===== src/rtl/timer_cuenta_regresiva.sv =====
// BCD countdown timer (hh:mm:ss) driven by a 1 Hz tick, with load validation,
// pause control and an alarm held until acknowledged or reloaded.
module timer_cuenta_regresiva (
    input  logic       clk,
    input  logic       reset_n,
    input  logic       tick_1hz,
    input  logic       cargar,
    input  logic [7:0] hora_in,
    input  logic [7:0] minuto_in,
    input  logic [7:0] segundo_in,
    input  logic       habilitar,
    input  logic       ack,
    output logic [7:0] hora_out,
    output logic [7:0] minuto_out,
    output logic [7:0] segundo_out,
    output logic       corriendo,
    output logic       alarma,
    output logic       error_carga
);

    typedef enum logic [1:0] {IDLE, RUN, PAUSA, FIN} estado_t;

    estado_t    estado_q;
    logic [7:0] hora_q, minuto_q, segundo_q;
    logic       corriendo_q, alarma_q, error_q;

    logic [7:0] hora_d, minuto_d, segundo_d;
    logic       seg_borrow, min_borrow, dec_cero;
    logic       carga_valida, carga_cero;

    // One-second BCD decrement; a zero field wraps to 'tope' (hours use 0, i.e. no wrap).
    function automatic logic [7:0] dec_bcd(input logic [7:0] v, input logic [7:0] tope);
        if (v == 8'h00)
            return tope;
        else if (v[3:0] == 4'd0)
            return {v[7:4] - 4'd1, 4'd9};
        else
            return {v[7:4], v[3:0] - 4'd1};
    endfunction

    always_comb begin
        seg_borrow = (segundo_q == 8'h00);
        min_borrow = seg_borrow && (minuto_q == 8'h00);
        segundo_d  = dec_bcd(segundo_q, 8'h59);
        minuto_d   = seg_borrow ? dec_bcd(minuto_q, 8'h59) : minuto_q;
        hora_d     = min_borrow ? dec_bcd(hora_q, 8'h00) : hora_q;
        dec_cero   = (hora_d == 8'h00) && (minuto_d == 8'h00) && (segundo_d == 8'h00);

        carga_valida = (hora_in[3:0] <= 4'd9) && (minuto_in[3:0] <= 4'd9) &&
                       (segundo_in[3:0] <= 4'd9) && (hora_in <= 8'h23) &&
                       (minuto_in <= 8'h59) && (segundo_in <= 8'h59);
        carga_cero   = (hora_in == 8'h00) && (minuto_in == 8'h00) && (segundo_in == 8'h00);
    end

    always_ff @(posedge clk) begin
        if (!reset_n) begin
            estado_q    <= IDLE;
            hora_q      <= 8'h00;
            minuto_q    <= 8'h00;
            segundo_q   <= 8'h00;
            corriendo_q <= 1'b0;
            alarma_q    <= 1'b0;
            error_q     <= 1'b0;
        end else begin
            error_q <= 1'b0;
            if (cargar) begin
                // A rejected load freezes everything, including a coincident tick.
                if (carga_valida) begin
                    hora_q    <= hora_in;
                    minuto_q  <= minuto_in;
                    segundo_q <= segundo_in;
                    if (carga_cero) begin
                        estado_q    <= FIN;
                        corriendo_q <= 1'b0;
                        alarma_q    <= 1'b1;
                    end else if (habilitar) begin
                        estado_q    <= RUN;
                        corriendo_q <= 1'b1;
                        alarma_q    <= 1'b0;
                    end else begin
                        estado_q    <= PAUSA;
                        corriendo_q <= 1'b0;
                        alarma_q    <= 1'b0;
                    end
                end else begin
                    error_q <= 1'b1;
                end
            end else begin
                case (estado_q)
                    IDLE: ;
                    RUN: begin
                        if (!habilitar) begin
                            estado_q    <= PAUSA;
                            corriendo_q <= 1'b0;
                        end else if (tick_1hz) begin
                            hora_q    <= hora_d;
                            minuto_q  <= minuto_d;
                            segundo_q <= segundo_d;
                            if (dec_cero) begin
                                estado_q    <= FIN;
                                corriendo_q <= 1'b0;
                                alarma_q    <= 1'b1;
                            end
                        end
                    end
                    PAUSA: begin
                        if (habilitar) begin
                            estado_q    <= RUN;
                            corriendo_q <= 1'b1;
                        end
                    end
                    FIN: begin
                        if (ack) begin
                            estado_q <= IDLE;
                            alarma_q <= 1'b0;
                        end
                    end
                    default: begin
                        estado_q    <= IDLE;
                        corriendo_q <= 1'b0;
                        alarma_q    <= 1'b0;
                    end
                endcase
            end
        end
    end

    assign hora_out    = hora_q;
    assign minuto_out  = minuto_q;
    assign segundo_out = segundo_q;
    assign corriendo   = corriendo_q;
    assign alarma      = alarma_q;
    assign error_carga = error_q;

endmodule


===== config.mk =====
export PLATFORM = sky130hd
export DESIGN_NAME = timer_cuenta_regresiva
export DESIGN_NICKNAME = d
export VERILOG_FILES = /design/src/rtl/timer_cuenta_regresiva.sv
export SDC_FILE = /design/constraint.sdc
export NUM_CORES = 1
export LEC_CHECK = 0
export BUFFER_PORTS_ARGS = -buffer_cell sky130_fd_sc_hd__buf_2
export CELL_PAD_IN_SITES_DETAIL_PLACEMENT = 1
export CELL_PAD_IN_SITES_GLOBAL_PLACEMENT = 2
export CORE_MARGIN = 2
export CORE_UTILIZATION = 30
export CTS_CLUSTER_DIAMETER = 150
export CTS_CLUSTER_SIZE = 14
export DETAILED_ROUTE_END_ITERATION = 7
export PLACE_DENSITY_LB_ADDON = 0.1
export SYNTH_ARGS = -nofsm -noshare
export SYNTH_HDL_FRONTEND = slang
export SYNTH_SLANG_ARGS = --single-unit

===== constraint.sdc =====
create_clock -name clk -period 3.7 [get_ports clk]
set_input_delay 0.185 -clock clk [delete_from_list [all_inputs] [get_ports clk]]
set_output_delay 0.185 -clock clk [all_outputs]
set_load 0.01 [all_outputs]

== After elaboration in Yosys (flattened, before gate mapping) ==
Index checks and enable logic that the tools add are counted.

* Memory bits (read-only): 0
* Word-level logic and storage cells: 114
* Memories kept: 0
* Latch bits: 0
* Flip-flop bits (word level): 29
* Input bits: 30
* RAM bits: 0

* Reduce and logical (&&, ||, !) cells: 33
* Shift-type cells: 0
* Divide/modulo/power cells: 0
* Add/subtract/negate cells: 6
* Mux-type cells: 51
* Bitwise gates (word level): 0
* Multiply operators: 0
* Magnitude comparators: 6
* Equal/unequal tests: 11

{| class="wikitable"
|+ Operators with widths
! kind !! number
|-
| $mux W8 || 23
|-
| $logic_not A8 Y1 || 9
|-
| $sub A4 B1 Y4 const B || 6
|-
| $mux W2 || 9
|-
| $le A8 B7 Y1 const B || 2
|-
| $mux W1 || 16
|-
| $ne A3 B3 Y1 const B || 5
|-
| $le A4 B4 Y1 const B || 3
|-
| $logic_not A4 Y1 || 3
|-
| $reduce_and A6 Y1 || 2
|-
| $logic_and A1 B1 Y1 || 10
|-
| $le A8 B6 Y1 const B || 1
|-
| $ne A4 B4 Y1 const B || 2
|-
| $pmux W2 S3 || 1
|-
| $reduce_bool A2 Y1 || 3
|-
| $reduce_bool A3 Y1 || 2
|-
| $reduce_and A5 Y1 || 1
|-
| $eq A2 B2 Y1 const B || 2
|-
| $pmux W1 S2 || 2
|-
| $reduce_and A4 Y1 || 1
|-
| $reduce_bool A4 Y1 || 1
|-
| $eq A2 B1 Y1 const B || 1
|-
| $ne A2 B1 Y1 const B || 1
|-
| $reduce_and A2 Y1 || 1
|}

== Longest topological paths before layout ==
* Word-level depth: 12
* Depth in mapped cells: 10
* Mapped depth without buffers: 10

== Least setup slack after synthesis ==
No wires, ideal clock.

* Path kind: register to register
* Start: reg segundo_q[5], in the netlist segundo_out[5]
* End: reg estado_q[0]
* Data arrival time: 2924 ps
* Setup time: 125 ps
* Slack: 651 ps
* Stages on the path, launching flop included: 11
* Required time: 3575 ps
* Cells stage by stage: dfxtp_1 -> inv_1 -> ha_1 -> nor3b_2 -> nand4_4 -> o41a_1 -> or2_1 -> or4_1 -> o311a_1 -> o2111ai_1 -> nand3_1

* Cells in the longest elaborated chain, start to end: 8
* Elaborated cells on any way between the ends: 14
* Those cells by class: add/sub (1); eq/ne (1); mux (4); reduce/logical (8)

{| class="wikitable"
|+ Ends and longest elaborated chain
! what !! RTL line !! text
|-
| start, declared || 24 || <nowiki>logic [7:0] hora_q, minuto_q, segundo_q;</nowiki>
|-
| start signal, assigned || 71 || <nowiki>segundo_q <= segundo_in;</nowiki>
|-
| start signal, assigned || 98 || <nowiki>segundo_q <= segundo_d;</nowiki>
|-
| parallel branches: the longest is 5 deep, another holds $sub A4 B1 Y4 || - ||
|-
| $logic_and A1 B1 Y1 (*) || 47 || <nowiki>dec_cero = (hora_d == 8'h00) && (minuto_d == 8'h00) && (segundo_d == 8'h00);</nowiki>
|-
| $ne A4 B4 Y1 (no line) (*) || - ||
|-
| $reduce_and A6 Y1 (no line) (*) || - ||
|-
| end signal, assigned || 57 || <nowiki>estado_q <= IDLE;</nowiki>
|-
| end signal, assigned || 73 || <nowiki>estado_q <= FIN;</nowiki>
|-
| end signal, assigned || 77 || <nowiki>estado_q <= RUN;</nowiki>
|-
| end, declared || 23 || <nowiki>estado_t estado_q;</nowiki>
|}

Every way passes the cells marked *.
A chain may end at the register's enable or synchronous reset.

== Worst setup path after layout ==
Ends and elaborated chain as after synthesis.

==> results.py <==
metrics = {
    "hold_path": {
        "hp-class": "in -> reg",
        "worst_hold_startpoint": "segundo_in[0]",
        "min_to": "segundo_out[0]",
        "holdPathStages": 3,
    },
    "floorplanning": {
        "row_count": 33,
        "dieHeight_um": 95.0,
        "die_x_um": 95.0,
        "io_pins": 57,
        "start_util_pct": 30.5,
        "core_area_um2": 8130,
        "dieArea_um2": 9030,
    },
    "power_and_ir_drop": {
        "peakVddDrop_mv": 0.127,
        "power_density_nw_per_um2": 366,
        "power_mw": 1.10,
        "p_leak_nw": 1.25,
    },
    "sta": {
        "finClkSkew_ns": 0.00684,
        "worst_slack_ns": 0.255,
        "rsz0062_at_grt": "no",
        "fmax_ghz": 0.290,
        "drv_slew": 0,
        "hold_viol": 0,
        "setup-tns-final_ns": 0,
        "setup_viol": 0,
        "worst_slew_pin_slew_ns": 0.842,
        "post-route-min-period_ns": 3.44,
        "holdWs_ns": 0.196,
        "max-slew-margin-rel_pct": 43.8,
        "period_share_pct": 93.1,
    },
    "worst_setup_path": {
        "critical_path.reg2reg.endpoint": "estado_q[0]",
        "cp-startpoint": "segundo_out[5]",
        "start_kind": "flip-flop",
        "reg2reg_depth": 10,
        "r2r_setup_slack_ns": 0.26,
        "cp_max_fo": 8,
        "required_ns": 3.87,
        "arrival_ns": 3.62,
        "reg2reg_from": "segundo_out[5]",
        "crit_type": "reg -> reg",
        "crit_path_end_kind": "flip-flop",
    },
    "cts": {
        "clk_path_buf_depth": 2,
        "clk_pin_slew_ns": 0.06,
        "clkLatencyLatePin_ns": 0.29,
        "tritoncts": "done",
        "cts.sinks": 29,
        "h-tree-depth": 2,
        "clock-root-buffer": "clkbuf_8",
        "cts_buffers": 5,
        "hold_buffers": 0,
        "post_cts_buffers": 0,
        "ctsResizeCount": 0,
    },
    "routing": {
        "dr.pass1.iters": 4,
        "avgRoutedWirePerCell_um": 18.9,
        "drcViolationCount": 0,
        "vias_per_cell": 5.60,
        "routed_wirelength_um": 9610,
        "ant_nets": 0,
        "vias": 2849,
        "drt_iter0_drc": 81,
    },
    "synthesis": {
        "synth_common_cells": "44 x nor2_1, 34 x a21oi_1, 29 x dfxtp_1, 29 x o21ai_0, 28 x nand2_1",
        "synthCells": 347,
        "yosysSeqAreaShare_pct": 23.4,
        "syn_area_um2": 2480,
        "synth_flop_cell": "dfxtp_1",
        "synth_cell_types": 63,
        "synth-seq-cells": 29,
        "ys_top_cells_by_area": "dfxtp_1 23%, a21oi_1 6.8%, nor2_1 6.6%, ha_1 6.0%, o21ai_0 5.8%",
        "yosysTopAreaCell": "dfxtp_1",
        "async_reset_ff_share_pct": 0,
        "syn-mean-instance-area_um2": 7.16,
        "syn-num-nets": 389,
        "ys_warn_count": 0,
        "synth_edf_count": 0,
        "post-synth-top-count-cell": "nor2_1",
        "synth_top_area_share_pct": 23.4,
    },
    "final_layout": {
        "fillers": 1058,
        "area_growth_pct": 20.7,
        "multi_input_comb_area_um2": 1750,
        "layout-drive-gt1-share_pct": 21.3,
        "diodes": 0,
        "final_nets": 446,
        "regArea_um2": 581,
        "fin_util_pct": 36.9,
    },
    "global_route": {
        "antenna_found_initial": 0,
        "grt-ovfl-total": 0,
        "grt_pass1_vias": 2719,
        "grt_max_degree": 45,
        "grt_pass1_wl_um": 14600,
        "grt_use_total_pct": 21.6,
    },
    "outcome": {
        "status": "completed",
    },
    "job": {
        "cap_violations": 0,
    },
    "placement": {
        "port_buffers": 56,
        "place_ws_ns": 0.328,
        "hpwlAfterDp_um": 7250,
        "place_congestion": 0.863,
    },
}
[registers in the layout (all words and copies together), names as in the netlist]
register,count
error_carga,1
segundo_out,8
estado_q,2
minuto_out,8
alarma,1
corriendo,1
hora_out,8
[power by group]
part	internal (mW)	switching [mW]
combinational	0.178	0.266
clock	0.148	0.136
sequential	0.335	0.0366
total	0.661	0.438
[kinds of logic (layout without fill, tap and decap cells)]
logic type,Yosys count,after routing,share of synthesized area (%)
flops,29,29,23.4
xor+xnor,1,1,0.353
mux,10,10,4.08
buf+inv,40,97,6.39
simple gates,148,148,32.5
fa+ha+maj,12,12,6.04
compound gates,107,107,27.2
[critical path, cell delays in order (launching register included)]
cell,delay (ns)
dfxtp_1,0.35
inv_1,0.12
ha_1,0.21
nor3b_2,0.53
nand4_4,0.26
o41a_1,0.38
or2_1,0.25
or4_1,0.57
o311a_1,0.37
o2111ai_1,0.19
nand3_1,0.09
[cells in the final DEF, fill, tap and decap left out, types with 3 or more instances in the layout]
| cell type | Yosys | final |
|---|---|---|
| nor2_1 | 44 | 44 |
| ha_1 | 12 | 12 |
| clkbuf_8 | 0 | 6 |
| o21ai_0 | 29 | 28 |
| nor3_1 | 14 | 14 |
| mux2i_1 | 9 | 9 |
| nor4_1 | 7 | 7 |
| o22ai_1 | 3 | 3 |
| dfxtp_1 | 29 | 29 |
| or3b_2 | 3 | 3 |
| nor3b_1 | 3 | 3 |
| a31oi_1 | 3 | 3 |
| nand4_1 | 6 | 6 |
| and2_1 | 4 | 4 |
| a211oi_1 | 5 | 5 |
| buf_4 | 0 | 12 |
| a41oi_1 | 4 | 4 |
| and3_1 | 8 | 8 |
| nand2_1 | 28 | 28 |
| o21bai_1 | 3 | 3 |
| a21oi_1 | 34 | 34 |
| nand3_1 | 11 | 11 |
| buf_2 | 1 | 56 |
| inv_1 | 22 | 22 |
| o2111ai_1 | 4 | 4 |
[routing by layer]
metal	wire [um]	up-vias	track usage [%]
li1	-	1402	-
met1	4620	1382	29.1
met2	4460	55	36.0
met3	373	10	3.00
met4	150	0	5.92
met5	0	-	0
[worst max-delay path by stage]
stage                             end  slack, ns
after floorplan           estado_q[0]       0.65
after global placement    estado_q[0]       0.46
after detailed placement  estado_q[0]       0.33
after CTS                 estado_q[0]       0.31
after global routing      estado_q[0]       0.08
final                     estado_q[0]       0.26
[per-stage QoR]
step / instance area, um^2 / cells
global route: 3000 / 509
floorplan: 2480 / 347
global placement: 2910 / 502
CTS: 3000 / 509
detailed placement: 2910 / 502
finish: 3000 / 509
[final cells by class]
| cell class | instances | share of cell area, % |
|---|---|---|
| flip-flops and latches | 29 | 19.3 |
| clock buffers | 7 | 2.88 |
| well taps | 105 | 4.38 |
| multi-input cells | 278 | 58.3 |
| repair buffers | 68 | 12.3 |
| inverters | 22 | 2.75 |
No activity file was read; power rests on OpenSTA's default activity.
